--- src/rtl/key_entry.sv ---
// key_entry
//
// Turns debounced keypad presses into editing actions on a multi-digit BCD
// entry buffer. Digits shift in from the least-significant end. Backspace
// drops the newest digit, and clear empties the buffer. Enter commits a
// non-empty buffer to the scale controller through a Valid/Ack handshake.
// Tare and zero keys produce single-cycle command pulses.
//
// Ports:
//   Clock    - system clock, shared with the keypad scanner
//   Reset_n  - asynchronous active-low reset
//   press    - debounced key-held flag from the scanner
//   CodeIn   - key code: 0-9 digit, A backspace, B enter, C clear,
//              D tare, E zero, F none
//   Ack      - consumer has taken Value (only meaningful while Valid=1)
//   Value    - BCD entry buffer, least-significant digit in [3:0]
//   Count    - number of digits currently entered
//   Valid    - committed value waiting for Ack
//   Tare     - one-cycle pulse on key D
//   Zero     - one-cycle pulse on key E
//   Err      - one-cycle pulse when an action is rejected

module key_entry #(
  parameter int DIGITS = 4
) (
  input  logic                           Clock,
  input  logic                           Reset_n,
  input  logic                           press,
  input  logic [3:0]                     CodeIn,
  input  logic                           Ack,
  output logic [4*DIGITS-1:0]            Value,
  output logic [$clog2(DIGITS+1)-1:0]    Count,
  output logic                           Valid,
  output logic                           Tare,
  output logic                           Zero,
  output logic                           Err
);

  localparam int CW = $clog2(DIGITS+1);
  localparam logic [CW-1:0] MaxCount = CW'(DIGITS);
  localparam logic [CW-1:0] One      = CW'(1);

  localparam logic [3:0] KeyBack  = 4'hA;
  localparam logic [3:0] KeyEnter = 4'hB;
  localparam logic [3:0] KeyClear = 4'hC;
  localparam logic [3:0] KeyTare  = 4'hD;
  localparam logic [3:0] KeyZero  = 4'hE;

  typedef enum logic {EDIT, HOLD} state_t;

  state_t state;
  logic   pressD;
  logic   pressEdge;

  // A key acts only on the rising edge of press. This makes a long hold
  // count once, and a single low cycle between presses is enough to re-arm.
  assign pressEdge = press & ~pressD;

  // Main controller. The command pulses default low every cycle, so each one
  // lasts exactly one clock. In HOLD, press edges are still tracked through
  // pressD, so a key held across the Ack cycle is consumed, not replayed.
  always_ff @(posedge Clock or negedge Reset_n) begin
    if (!Reset_n) begin
      state  <= EDIT;
      pressD <= 1'b0;
      Value  <= '0;
      Count  <= '0;
      Valid  <= 1'b0;
      Tare   <= 1'b0;
      Zero   <= 1'b0;
      Err    <= 1'b0;
    end else begin
      pressD <= press;
      Tare   <= 1'b0;
      Zero   <= 1'b0;
      Err    <= 1'b0;
      case (state)
        EDIT: begin
          if (pressEdge) begin
            if (CodeIn <= 4'd9) begin
              if (Count < MaxCount) begin
                Value <= {Value[4*DIGITS-5:0], CodeIn};
                Count <= Count + One;
              end else begin
                Err <= 1'b1;
              end
            end else begin
              case (CodeIn)
                KeyBack: begin
                  if (Count != '0) begin
                    Value <= {4'h0, Value[4*DIGITS-1:4]};
                    Count <= Count - One;
                  end else begin
                    Err <= 1'b1;
                  end
                end
                KeyEnter: begin
                  if (Count != '0) begin
                    state <= HOLD;
                    Valid <= 1'b1;
                  end else begin
                    Err <= 1'b1;
                  end
                end
                KeyClear: begin
                  Value <= '0;
                  Count <= '0;
                end
                KeyTare: Tare <= 1'b1;
                KeyZero: Zero <= 1'b1;
                default: ;
              endcase
            end
          end
        end
        HOLD: begin
          if (Ack) begin
            state <= EDIT;
            Valid <= 1'b0;
            Value <= '0;
            Count <= '0;
          end
        end
        default: state <= EDIT;
      endcase
    end
  end

endmodule

--- config.mk ---
export PLATFORM = sky130hd
export DESIGN_NAME = key_entry
export DESIGN_NICKNAME = d
export VERILOG_FILES = /design/src/rtl/key_entry.sv
export SDC_FILE = /design/constraint.sdc
export NUM_CORES = 1
export LEC_CHECK = 0
export CORE_MARGIN = 8
export CORE_UTILIZATION = 52
export CTS_CLUSTER_DIAMETER = 30
export DETAILED_ROUTE_END_ITERATION = 8
export GPL_TIMING_DRIVEN = 0
export PLACE_DENSITY = 0.82
export SLEW_MARGIN = 20
export SYNTH_ARGS = -nofsm -noshare
export SYNTH_HDL_FRONTEND = slang
export SYNTH_SLANG_ARGS = --single-unit
--- constraint.sdc ---
create_clock -name Clock -period 5.5 [get_ports Clock]
set_input_delay 1.1 -clock Clock [delete_from_list [all_inputs] [get_ports Clock]]
set_output_delay 1.1 -clock Clock [all_outputs]
set_load 0.01 [all_outputs]
==> impl_results.md <==
- Dpl cells: 169
- Final #Nets: 155
- Final hold slack: about 510 ps
- CTS tree: done
- Filler Cell Count: roughly 190
- Sequential Power Share: 43.0%
- Post-synth EDFFs: 0
- WP data arrival: 3040 ps
- Yosys cell types: 30
- Reg area: between 600 and 700 um^2
- Rel. slew slack: 63.0%
- Setup Fix Bufs, Post-CTS: 0
- Max VDD drop: approximately 0.29 mV
- Reg2reg end: Value[9]
- Placed instance area: about 1600 um^2
- Place WS: between 2000 and 2500 ps
- Initial DRT Pass Iterations: 4
- Largest net degree at the start of global routing: 26
- Total Power: roughly 0.69 mW
- Residual DRC: 0
- Power Density: a little over 400 nW/um^2
- H-tree levels: 1
- Yosys top cell by area: dfrtp_1
- Fmax: approximately 350 MHz
- Max clock buf depth: 2
- Internal reg-to-reg setup slack: 3470 ps
- Setup_tns: 0 ps
- CP Capture Point: Value[9]
- Switch share: around a third
- Logic gate share of total power: about 45%
- Final setup vio count: 0
- Vias per cell: about 5.7
- Initial core utilization: a little over half
- Mapped Avg Cell Area: 11.8 um^2
- Worst Skew: about 1.6 ps
- Final instance area: 1650 um^2
- Final worst-path cycle share: between 50% and 60%
- Core Box Area: approximately 2400 um^2
- Num CTS Buffers: 3
- Initial antenna violation count: 0
- Startpoint Class: input port
- Yosys top cell area share: 47.6%
- Most frequent cells after synthesis: dfrtp_1 (25), a22o_1 (11), mux2_2 (8), nand2_1 (8)
- Area of the multi-input gates: approximately 630 um^2
- Leak: around 0.75 nW
- GR Overflow Total: 0
- Detail Route Antenna Nets: 0
- Gpl congestion: around 0.77
- Switching pwr: around 0.23 mW
- Clock Latency Late Sink: 310 ps
- Dominant synthesized flop cell: dfrtp_1
- PnR worst setup slack: around 2700 ps
- Count leader, synth: dfrtp_1
- Post-synthesis sequential area ratio: 47.6%
- Vias post-DR: a little under 1000
- Clock tree sinks: 25
- First-pass GRT wire length: ~5000 um
- Worst EP required: ~5700 ps
- Critical path class: input port to flip-flop
- Crit path launch: CodeIn[2]
- Row count: 18
- Cts repair resizes: 0
- Largest cells by area after synthesis: dfrtp_1 (48%), a22o_1 (7.3%), mux2_2 (6.9%)
- Die height: between 60 and 70 um
- Final min period: 2830 ps
- Synth Net Count: approximately 120
- Final core occ: just under 70%
- IO Count: 31
- HP Class: flip-flop to flip-flop
- Cell Int Power: approximately 0.46 mW
- Routed WL: between 2000 and 3000 um
- Critical R2R Launch: state
- Asr flop ratio synth: 100%
- Global Route Usage Sum: between 10% and 20%
- Final cell count without fillers: between 150 and 200
- Syn Inst Count: between 100 and 150
- WL per Instance: about 17 um
- Mapped cell area: around 1300 um^2
- Crit path capture type: flip-flop
- Clock Pin Slew Worst Setup and Hold Paths: between 100 and 150 ps
- Die area: 4390 um^2
- Initial DRC count: between 40 and 50
- Die Width: 66.3 um
- HPWL after DPL: between 2000 and 2500 um
- Worst slew pin tran: ~550 ps
- Ys Warns: 0
- Area growth syn-to-layout: 25.8%
- Post-CTS Hold Buffers: 0
- R2R depth: 5
- RSZ-0062 raised after global routing: no
- Max-slew violations: 0
- Clock root buffer master: clkbuf_4
- Vias in the first global route: around 1000
- Proportion of layout cells with a drive suffix above 1: ~15%
- Crit-path max FO: 10
- PortBufs: 28
- Final Hold Viols: 0
- Outcome: completed
- Worst Hold Launch: Valid
- Number of synthesized register bits: 25
- Clock network power share: between 10% and 20%
- N_diodes: 0
- Max-cap violations: 0
==> power by group through the flow <==
stage               clock [mW]  combinational [mW]  sequential, mW
detailed placement           0               0.312           0.297
finish                  0.0819               0.309           0.295
CTS                     0.0832               0.314           0.294
global route            0.0917               0.335           0.304
floorplan                    0               0.133           0.318
global placement             0               0.306           0.294
==> layer usage <==
layer / GRT usage [%] / vias up / part of all wire (%)
li1: - / 465 / -
met1: 15.9 / 492 / 44
met4: 3.47 / 0 / 0.41
met2: 23.0 / 35 / 46
met5: 0 / - / 0
met3: 6.10 / 2 / 10
==> registers in the layout, summed over array words and instances, names as in the netlist <==
signal  cells
Value      16
Count       3
Err         1
Tare        1
Valid       1
Zero        1
pressD      1
state       1
==> how the worst min path moves through the flow <==
stage,endpoint,slack [ps],depth (start not counted)
CTS,Valid,510,2
floorplan,Valid,510,2
finish,Valid,510,2
detailed placement,Valid,480,2
global placement,Valid,460,2
global route,Valid,540,2
==> cells in the final DEF (no fill, tap or decap), types with 3 or more instances in the layout <==
cell             synthesis  final
nor3b_1                  3      3
mux2_2                   8      8
inv_1                    7      7
clkbuf_4                 0      3
dfrtp_1                 25     25
a22o_1                  11     11
nor2_1                   3      3
clkbuf_1                 3      4
nand3_1                  3      3
mux2_4                   4      4
mux2i_1                  7      7
nand2_1                  8      8
clkdlybuf4s50_1          0     27
ha_1                     3      3
o21ai_0                  3      3
nor2b_1                  3      3
==> area by class of cell <==
cell class | count | area share, %
tap | 30 | 2.27
sequential | 25 | 37.9
inverter | 7 | 1.59
timing repair buffer | 28 | 16.7
buffer | 5 | 1.67
clock buffer | 4 | 1.59
multi-input combinational | 74 | 38.4
==> cell families after synthesis <==
kind of cell,synth area share [%]
adders and majority gates,3.62
DFF,47.6
muxes,16.8
buffers and inverters,4.10
AOI/OAI and AO/OA,14.4
and+or+nand+nor,13.5
==> critical path, stage by stage <==
cell and delay, ps:
clkdlybuf4s50_1 630, and3b_1 270, a32oi_4 310, nand3_4 210, buf_6 220, mux2_4 300
(Power assumes the default switching activity.)
